## src/rtl/cordic_iterator_if.sv

```systemverilog
`timescale 1ns/1ps
// cordic_iterator_if: operand/result bundle with valid/ready handshakes on both sides.
// Latency: none (wires only).
// Backpressure: o_ready gates operands, i_ready gates results.
interface cordic_iterator_if #(
   parameter int p_WIDTH = 32
);
   logic                      i_valid;
   logic                      o_ready;
   logic signed [p_WIDTH-1:0] i_x;
   logic signed [p_WIDTH-1:0] i_y;
   logic signed [p_WIDTH-1:0] i_z;
   logic                      i_mode;
   logic                      o_valid;
   logic                      i_ready;
   logic signed [p_WIDTH-1:0] o_x;
   logic signed [p_WIDTH-1:0] o_y;
   logic signed [p_WIDTH-1:0] o_z;

   // CORDIC block side
   modport slave (
      input  i_valid, i_x, i_y, i_z, i_mode, i_ready,
      output o_ready, o_valid, o_x, o_y, o_z
   );

   // Operand producer / result consumer side
   modport master (
      output i_valid, i_x, i_y, i_z, i_mode, i_ready,
      input  o_ready, o_valid, o_x, o_y, o_z
   );
endinterface

```

## src/rtl/cordic_iterator.sv

```systemverilog
`timescale 1ns/1ps
// cordic_iterator: iterative CORDIC rotator/vectorer, one micro-rotation per cycle.
// Latency: p_ITER cycles from accept to o_valid (p_ITER+1 with CORDIC_GAIN_COMP_EN).
// Backpressure: result held in DONE until i_ready; operands taken only in IDLE.
// Optional macro CORDIC_GAIN_COMP_EN adds a one-cycle gain-compensation (COMP) step.
module cordic_iterator #(
   parameter int p_WIDTH = 32,
   parameter int p_ITER  = 16
) (
   input logic              i_clk,
   input logic              i_reset,
   cordic_iterator_if.slave bus
);
   // Counter wide enough for 0..p_ITER-1; the ROM is padded to a power of two
   // so every counter value indexes a real entry.
   localparam int            CW   = (p_ITER > 1) ? $clog2(p_ITER) : 1;
   localparam logic [CW-1:0] LAST = CW'(p_ITER - 1);

`ifdef CORDIC_GAIN_COMP_EN
   typedef enum logic [1:0] {IDLE, RUN, COMP, DONE} state_t;
`else
   typedef enum logic [1:0] {IDLE, RUN, DONE} state_t;
`endif

   state_t state;
   state_t state_nxt;

   logic signed [p_WIDTH-1:0] x;
   logic signed [p_WIDTH-1:0] y;
   logic signed [p_WIDTH-1:0] z;
   logic                      mode;
   logic [CW-1:0]             cnt;

   logic signed [p_WIDTH-1:0] x_sh;
   logic signed [p_WIDTH-1:0] y_sh;
   logic signed [p_WIDTH-1:0] x_rot;
   logic signed [p_WIDTH-1:0] y_rot;
   logic signed [p_WIDTH-1:0] z_rot;
   logic                      dir_pos;

   // Angle ROM: floor(atan(2^-i) / pi * 2^(p_WIDTH-1)); full scale of z is 2*pi.
   function automatic logic [p_WIDTH-1:0] atan_entry(input int idx);
      real pi_r;
      real a;
      pi_r = 4.0 * $atan(1.0);
      a    = $atan($pow(2.0, -1.0 * real'(idx))) / pi_r * $pow(2.0, real'(p_WIDTH - 1));
      return p_WIDTH'(longint'($floor(a)));
   endfunction

   logic signed [p_WIDTH-1:0] lut [2**CW];

   for (genvar g = 0; g < 2**CW; g++) begin : g_lut
      assign lut[g] = atan_entry(g);
   end

`ifdef CORDIC_GAIN_COMP_EN
   // Inverse CORDIC gain, rounded to the Q(p_WIDTH-1) grid.
   localparam real c_GAIN_R = 0.607252935 * (2.0 ** (p_WIDTH - 1));

   logic signed [p_WIDTH-1:0]   gain;
   logic signed [2*p_WIDTH-1:0] x_prod;
   logic signed [2*p_WIDTH-1:0] y_prod;
   logic signed [p_WIDTH-1:0]   x_cmp;
   logic signed [p_WIDTH-1:0]   y_cmp;

   assign gain   = p_WIDTH'(longint'(c_GAIN_R));
   assign x_prod = x * gain;
   assign y_prod = y * gain;
   assign x_cmp  = p_WIDTH'(x_prod >>> (p_WIDTH - 1));
   assign y_cmp  = p_WIDTH'(y_prod >>> (p_WIDTH - 1));
`endif

   // Micro-rotation for the current iteration: d=+1 drives z (rotation) or y (vectoring) toward 0.
   always_comb begin
      x_sh    = x >>> cnt;
      y_sh    = y >>> cnt;
      dir_pos = mode ? ~z[p_WIDTH-1] : y[p_WIDTH-1];
      x_rot   = dir_pos ? (x - y_sh)     : (x + y_sh);
      y_rot   = dir_pos ? (y + x_sh)     : (y - x_sh);
      z_rot   = dir_pos ? (z - lut[cnt]) : (z + lut[cnt]);
   end

   // State register.
   always_ff @(posedge i_clk) begin
      if (i_reset) state <= IDLE;
      else         state <= state_nxt;
   end

   // Next state and handshake outputs.
   always_comb begin
      state_nxt   = state;
      bus.o_ready = 1'b0;
      bus.o_valid = 1'b0;
      case (state)
         IDLE: begin
            bus.o_ready = 1'b1;
            if (bus.i_valid) state_nxt = RUN;
         end
         RUN: begin
`ifdef CORDIC_GAIN_COMP_EN
            if (cnt == LAST) state_nxt = COMP;
`else
            if (cnt == LAST) state_nxt = DONE;
`endif
         end
`ifdef CORDIC_GAIN_COMP_EN
         COMP: state_nxt = DONE;
`endif
         DONE: begin
            bus.o_valid = 1'b1;
            if (bus.i_ready) state_nxt = IDLE;
         end
         default: state_nxt = IDLE;
      endcase
   end

   // Datapath: latch operands in IDLE, iterate in RUN, scale in COMP, hold otherwise.
   always_ff @(posedge i_clk) begin
      if (i_reset) begin
         x    <= '0;
         y    <= '0;
         z    <= '0;
         mode <= 1'b0;
         cnt  <= '0;
      end else begin
         case (state)
            IDLE: begin
               if (bus.i_valid) begin
                  x    <= bus.i_x;
                  y    <= bus.i_y;
                  z    <= bus.i_z;
                  mode <= bus.i_mode;
                  cnt  <= '0;
               end
            end
            RUN: begin
               x   <= x_rot;
               y   <= y_rot;
               z   <= z_rot;
               cnt <= cnt + CW'(1);
            end
`ifdef CORDIC_GAIN_COMP_EN
            COMP: begin
               x <= x_cmp;
               y <= y_cmp;
            end
`endif
            default: ;
         endcase
      end
   end

   assign bus.o_x = x;
   assign bus.o_y = y;
   assign bus.o_z = z;
endmodule

```

## src/flat_wrapper.sv

```systemverilog
// flat-port wrapper written by rule: the top's interface ports become plain ports
module cordic_iterator_flat 
#(
   parameter int p_WIDTH = 32,
   parameter int p_ITER  = 16
)
  (i_clk, i_reset, bus_i_valid, bus_i_x, bus_i_y, bus_i_z, bus_i_mode, bus_i_ready, bus_o_ready, bus_o_valid, bus_o_x, bus_o_y, bus_o_z);
  cordic_iterator_if #(.p_WIDTH(p_WIDTH)) bus_i ();
  input logic i_clk;
  input logic i_reset;
  input wire logic [$bits(bus_i.i_valid)-1:0] bus_i_valid;
  input wire logic [$bits(bus_i.i_x)-1:0] bus_i_x;
  input wire logic [$bits(bus_i.i_y)-1:0] bus_i_y;
  input wire logic [$bits(bus_i.i_z)-1:0] bus_i_z;
  input wire logic [$bits(bus_i.i_mode)-1:0] bus_i_mode;
  input wire logic [$bits(bus_i.i_ready)-1:0] bus_i_ready;
  output wire logic [$bits(bus_i.o_ready)-1:0] bus_o_ready;
  output wire logic [$bits(bus_i.o_valid)-1:0] bus_o_valid;
  output wire logic [$bits(bus_i.o_x)-1:0] bus_o_x;
  output wire logic [$bits(bus_i.o_y)-1:0] bus_o_y;
  output wire logic [$bits(bus_i.o_z)-1:0] bus_o_z;
  assign bus_i.i_valid = bus_i_valid;
  assign bus_i.i_x = bus_i_x;
  assign bus_i.i_y = bus_i_y;
  assign bus_i.i_z = bus_i_z;
  assign bus_i.i_mode = bus_i_mode;
  assign bus_i.i_ready = bus_i_ready;
  assign bus_o_ready = bus_i.o_ready;
  assign bus_o_valid = bus_i.o_valid;
  assign bus_o_x = bus_i.o_x;
  assign bus_o_y = bus_i.o_y;
  assign bus_o_z = bus_i.o_z;
  cordic_iterator #(.p_WIDTH(p_WIDTH), .p_ITER(p_ITER)) u_core (.i_clk(i_clk), .i_reset(i_reset), .bus(bus_i));
endmodule
```

## config.mk

```make
export PLATFORM = sky130hd
export DESIGN_NAME = cordic_iterator_flat
export DESIGN_NICKNAME = d
export VERILOG_FILES = /design/src/rtl/cordic_iterator_if.sv /design/src/rtl/cordic_iterator.sv /design/src/flat_wrapper.sv
export SDC_FILE = /design/constraint.sdc
export NUM_CORES = 1
export LEC_CHECK = 0
export CORE_MARGIN = 2
export CORE_UTILIZATION = 50
export DETAILED_ROUTE_END_ITERATION = 7
export HOLD_SLACK_MARGIN = 0.1
export PLACE_DENSITY = 0.73
export SKIP_CTS_REPAIR_TIMING = 1
export SLEW_MARGIN = 20
export SYNTH_ARGS = -nofsm -noshare
export SYNTH_HDL_FRONTEND = slang
export SYNTH_SLANG_ARGS = --single-unit
```

## constraint.sdc

```tcl
create_clock -name i_clk -period 9.7 [get_ports i_clk]
set_input_delay 1.94 -clock i_clk [delete_from_list [all_inputs] [get_ports i_clk]]
set_output_delay 1.94 -clock i_clk [all_outputs]
set_load 0.005 [all_outputs]
```

==> Yosys cells after proc, flatten, opt, wreduce, memory -nomap -nowiden <==
Memories as Yosys holds them, arrays and structs flattened.
Cells that the tools add are included.
{ "word_totals": {"n_memories": 1, "elab_cells": 50, "rom_bits": 512, "output_inout_bits": 98, "register_bits": 103} }
{ "memory_table": {"columns": ["memory", "words", "width", "rd", "rd_clocked_by_memory_dff", "wr", "line", "text"], "rows": [
  ["(no name shown)", 16, 32, 1, 0, 0, "cordic_iterator.sv:80", "z_rot = dir_pos ? (z - lut[cnt]) : (z + lut[cnt]);"]
]} }
{ "op_classes": {"n_eq_ne": 6, "order_cmp": 1, "shifts": 2, "muxes": 20, "add_sub_neg": 7, "reduce_logical": 5, "bitwise": 2} }
{ "ops": {"columns": ["operator", "count"], "rows": [
  ["32-bit 2-to-1 mux", 8],
  ["32-bit case mux with 2 select lines", 3],
  ["32-bit adder", 3],
  ["32-bit subtractor", 3],
  ["32-bit by 4-bit >>> shifter with 32-bit output", 2],
  ["4-bit case mux with 2 select lines", 1],
  ["2-bit 2-to-1 mux", 3],
  ["2-bit case mux with 3 select lines", 1],
  ["5-bit greater-or-equal comparator (second input constant)", 1],
  ["4-bit inverter with 5-bit output", 1],
  ["4-bit by 1-bit adder with 4-bit output (second input constant)", 1],
  ["4-bit equality test (second input constant)", 1],
  ["4-bit 2-to-1 mux", 1],
  ["2-bit != test (second input constant)", 2],
  ["2-bit AND reduction", 2],
  ["1-bit 2-to-1 mux", 3],
  ["3-bit AND reduction", 1],
  ["2-bit by 1-bit equality test with 1-bit output (second input constant)", 1],
  ["2-bit equality test (second input constant)", 1],
  ["2-bit logical NOT", 1],
  ["2-bit by 1-bit != test with 1-bit output (second input constant)", 1],
  ["2-bit nonzero test", 1],
  ["1-bit inverter", 1]
]} }

==> Longest topological paths before layout <==
{ "depth": {"ltp_word": 7, "depth_mapped": 29} }

==> Worst setup path before layout <==
No wires, ideal clock.
{ "synth_path": {"path_kind": "reg2reg", "start": "register u_core.cnt[0]", "end": "register u_core.z[31], in the netlist u_core.bus.o_z[31]", "required_time_ns": 9.568, "setup_ns": 0.132, "arrival_ns": 6.137, "path_slack_ns": 3.431, "n_path_buf": 5, "period_less_slack_ns": 6.269, "stages_incl_launch_ff": 30, "path_cell_list": "dfxtp_1 -> buf_6 -> buf_12 -> buf_8 -> inv_2 -> buf_2 -> ha_1 -> and2_1 -> nand3b_1 -> o21ai_0 -> ha_1 -> nand4_1 -> nor3_1 -> nand3_1 -> or4_1 -> or3_1 -> and2_1 -> buf_2 -> xor2_1 -> ha_1 -> nor2_1 -> a211oi_1 -> a211o_1 -> a31o_2 -> or2_2 -> o221ai_1 -> a21oi_1 -> a221oi_1 -> xnor2_1 -> a21oi_1"} }
{ "synth_via": {"elab_chain_len": 7} }
{ "synth_lines": {"columns": ["item", "line", "text"], "rows": [
  ["start, declared", "cordic_iterator.sv:32", "logic [CW-1:0] cnt;"],
  ["start signal, assigned", "cordic_iterator.sv:140", "cnt <= cnt + CW'(1);"],
  ["4-bit inverter with 5-bit output (implied by the code) (*)", "cordic_iterator.sv:80", null],
  ["memory read 16 x 32 bit (*)", null, null],
  ["32-bit 2-to-1 mux (implied by the code) (*) (2 in a row)", "cordic_iterator.sv:80", null],
  ["32-bit adder / 32-bit subtractor (equally long branches)", "cordic_iterator.sv:80", null],
  ["32-bit 2-to-1 mux (*)", "cordic_iterator.sv:80", null],
  ["32-bit case mux with 2 select lines (*)", "cordic_iterator.sv:126", "case (state)"],
  ["end signal, assigned", "cordic_iterator.sv:131", "z <= bus.i_z;"],
  ["end signal, assigned", "cordic_iterator.sv:139", "z <= z_rot;"],
  ["end, declared", "cordic_iterator.sv:30", "logic signed [p_WIDTH-1:0] z;"]
]} }
Mark *: on every way between the ends. The rest lies on a longest branch, timed or not. The select of a mux whose other input is x is not followed.
A chain may end at the register's enable or synchronous reset.

==> Final worst setup path <==
{ "layout_path": {"start": "register u_core.cnt[1]", "end": "register u_core.z[31], in the netlist u_core.bus.o_z[31]"} }
The elaborated chain is that of the path after synthesis.

==> summary.md <==
| Metric | Value |
|---|---|
| Slew @ Worst Pin | `0.9584 ns` |
| Setup ws final | `2.344 ns` |
| Total clock sinks | `103` |
| I/O Buffers | `198` |
| HP Class | `reg -> reg` |
| CP Class | `reg -> reg` |
| Final Max Slew Viols | `0` |
| First-pass GRT wire length | `82,540 um` |
| Clk root buf | `clkbuf_16` |
| Share of flip-flops with an asynchronous set or reset | `0%` |
| Largest cells by area after synthesis | `dfxtp_1 (14%), ha_1 (9.3%), nand2_1 (7.9%)` |
| Critical R2R Launch | `u_core.cnt[1]$_SDFFE_PP0P_` |
| Worst slew margin | `36.11%` |
| Vias in the first global route | `14,810` |
| Hold endpoint | `u_core.mode$_SDFFE_PP0P_` |
| Layout area overhead | `15.13%` |
| Finished layout cell area | `0.01738 sq mm` |
| Hold_sp | `u_core.mode$_SDFFE_PP0P_` |
| Top cell type's share of synthesized area | `13.66%` |
| I/O pin total | `199` |
| Layout cell share with drive strength beyond 1 | `7.002%` |
| Longest Clk Path Bufs | `2` |
| Max Cap Viol | `0` |
| Crit start category | `register` |
| CP max stage delay | `0.89 ns` |
| Synthesized flop and latch total | `103` |
| Post-synth EDFFs | `0` |
| ANT cells | `0` |
| Post-Syn Area | `0.01510 sq mm` |
| Final setup violation count | `0` |
| Via density | `6.423` |
| Gpl congestion | `0.9641` |
| CP cell instances | `clkinv_1, ha_1, nand2b_1, o21ai_0, o21ai_0, ha_1, nand4_1, nor3_1, nand3_1, or4_1, or3_1, and2_1, xor2_1, ha_1, nand3_1, o41ai_1, a211o_1, a31o_2, or2_2, o221ai_1, a21oi_1, a221oi_1, xnor2_1, a21oi_1` |
| P_leak | `6.934 nW` |
| Power per standard cell area | `265.4 mW/mm^2` |
| Synth warnings | `0` |
| Placed cell areas | `0.01708 sq mm` |
| DRT antenna net count | `0` |
| Seq/Total Area, Yosys | `13.66%` |
| CP Capture Type | `register` |
| # fillers | `2,794` |
| Mean Syn Cell Area | `7.624 sq um` |
| Max Fclk | `0.1359 GHz` |
| Biggest area consumer among synthesized cells | `dfxtp_1` |
| Worst Hold Depth | `2` |
| Die X | `177.8 um` |
| Min Tclk post-route | `7.356 ns` |
| Hold Fails Final Rpt | `0` |
| Most frequent CP cell | `ha_1` |
| Die area | `0.03160 sq mm` |
| Fin nets | `2,296` |
| Syn_nets | `2,196` |
| H-tree levels | `3` |
| Critical-path maximum fanout | `71` |
| WL/cell | `21.57 um` |
| Worst EP arrival | `7.60 ns` |
| Initial DRC Count | `1,619` |
| Pin count of the biggest net entering global routing | `83` |
| Synth Instances | `1,980` |
| Row count | `63` |
| WP data required | `9.95 ns` |
| CTS tree | `done` |
| FF-to-FF End | `u_core.bus.o_z[31]$_SDFFE_PP0P_` |
| Die height | `177.8 um` |
| Most frequent cell after synthesis | `nand2_1` |
| Vias | `15,900` |
| All-Layer GR Usage | `33.25%` |
| Grt ovf | `0` |
| Most frequently used flop master after synthesis | `dfxtp_1` |
| Worst-case vdd ir drop | `0.1343 mV` |
| DRC viols | `0` |
| Setup Skew | `0.01438 ns` |
| Post-synthesis cell type count | `93` |
| Latest clock arrival within the worst-skew pair | `0.39 ns` |
| Initial antenna violation count | `0` |
| HPWL Detailed | `40,020 um` |
| CTS Buf Count | `9` |
| Final period util | `75.83%` |
| Status | `completed` |
| Starting Density | `50.80%` |
| R2r setup slk | `2.34 ns` |
| Fin Setup TNS | `0 ns` |
| Core area | `0.02972 sq mm` |
| Reg2Reg Depth | `24` |
| Worst slack, placed | `2.506 ns` |
| Total wire length | `53,390 um` |
| Unrepaired setup endpoints after global routing | `false` |
| Critical-path top delay cell | `dfxtp_4` |
| Most frequent cells after synthesis | `nand2_1 (316), a21oi_1 (189), nor2_1 (183), xnor2_1 (114), ha_1 (112)` |
| CTS clock-pin slew for the worst setup and hold paths | `0.08 ns` |
| First drt pass iteration count | `6` |
==> report_power, final <==
group	switching [mW]	internal, mW
registers	0.246	0.513
clock network	0.207	0.189
logic	1.91	1.55
total	2.36	2.25
==> registers in the layout, indices dropped and copies added, names as in the netlist <==
| register | flops |
|---|---|
| u_core.mode | 1 |
| u_core.bus.o_x | 32 |
| u_core.state | 2 |
| u_core.bus.o_y | 32 |
| u_core.bus.o_z | 32 |
| u_core.cnt | 4 |
==> critical path, delay by kind of cell, from the launching register on <==
| family | cells | cell delay, ns |
|---|---|---|
| and+or+nand+nor | 9 | 2.25 |
| DFF | 1 | 0.89 |
| AOI/OAI and AO/OA | 9 | 1.94 |
| buffers and inverters | 1 | 0.55 |
| adders and majority gates | 3 | 1.17 |
| xor gates and xnor gates | 2 | 0.36 |
==> cells by family (layout without fill, tap and decap cells) <==
logic type,after synthesis,after routing,synth area share (%)
XOR/XNOR,165,165,9.573
adder cells (fa/ha/maj),115,115,9.681
multiplexers,157,157,16.03
AO/OA/AOI/OAI,569,569,25.10
flip-flops,103,103,13.66
AND/OR/NAND/NOR,703,703,20.65
buffers and inverters,168,273,5.305
==> per-layer routing <==
metal,vias up,routed length [um],global-route usage [%]
met5,-,0,0
met4,0,1810,11.41
met3,108,4292,5.548
met2,730,24790,54.47
met1,7556,22500,44.17
li1,7502,-,-
==> how the worst max path moves through the flow <==
stage	startpoint	to	slack, ns	cells after the start
after floorplan	u_core.cnt[0]$_SDFFE_PP0P_	u_core.bus.o_z[31]$_SDFFE_PP0P_	3.43	29
after global placement	u_core.cnt[1]$_SDFFE_PP0P_	u_core.bus.o_z[31]$_SDFFE_PP0P_	2.68	24
after detailed placement	u_core.cnt[1]$_SDFFE_PP0P_	u_core.bus.o_z[31]$_SDFFE_PP0P_	2.51	24
after CTS	u_core.cnt[1]$_SDFFE_PP0P_	u_core.bus.o_z[31]$_SDFFE_PP0P_	2.46	24
after global routing	u_core.cnt[1]$_SDFFE_PP0P_	u_core.bus.o_z[31]$_SDFFE_PP0P_	1.88	24
final	u_core.cnt[1]$_SDFFE_PP0P_	u_core.bus.o_z[31]$_SDFFE_PP0P_	2.34	24
==> stage by stage <==
stage	hold WS, ns	instances	utilization [%]	power, mW
6_report	0.4811	2475	58.49	4.613
5_1_grt	0.5114	2475	58.49	4.979
4_1_cts	0.4785	2475	58.49	4.560
3_5_place_dp	0.4646	2459	57.48	4.133
3_3_place_gp	0.4534	2459	57.48	4.089
2_1_floorplan	0.4414	1980	-	3.223
==> final cells by class <==
class	instances	area (sq um)	share of cell area (%)
Multi-Input combinational cell	1709	12250	70.50
Timing Repair Buffer	215	2105	12.11
Inverter	42	157.7	0.9071
Clock buffer	10	239.0	1.375
Tap cell	390	488.0	2.808
Clock inverter	6	61.31	0.3527
Sequential cell	103	2077	11.95
==> cells in the final DEF (no fill, tap or decap), types with 12 or more instances in the layout <==
cell type        instances
nand2_1                315
clkdlybuf4s50_1        197
a21oi_1                189
nor2_1                 183
xnor2_1                114
ha_1                   112
dfxtp_1                 99
o21ai_0                 75
mux2i_1                 62
a311oi_1                56
xor2_1                  51
mux4_2                  42
nor3_1                  40
inv_1                   38
a21o_1                  37
nand3_1                 35
mux2_2                  30
a31oi_1                 29
a211oi_1                26
and3_1                  21
o21bai_1                20
nand2b_1                19
o21a_1                  19
and2_1                  18
buf_4                   17
nor2b_1                 16
mux4_1                  14
o31ai_1                 12
a221oi_1                12
(Power assumes the default switching activity.)
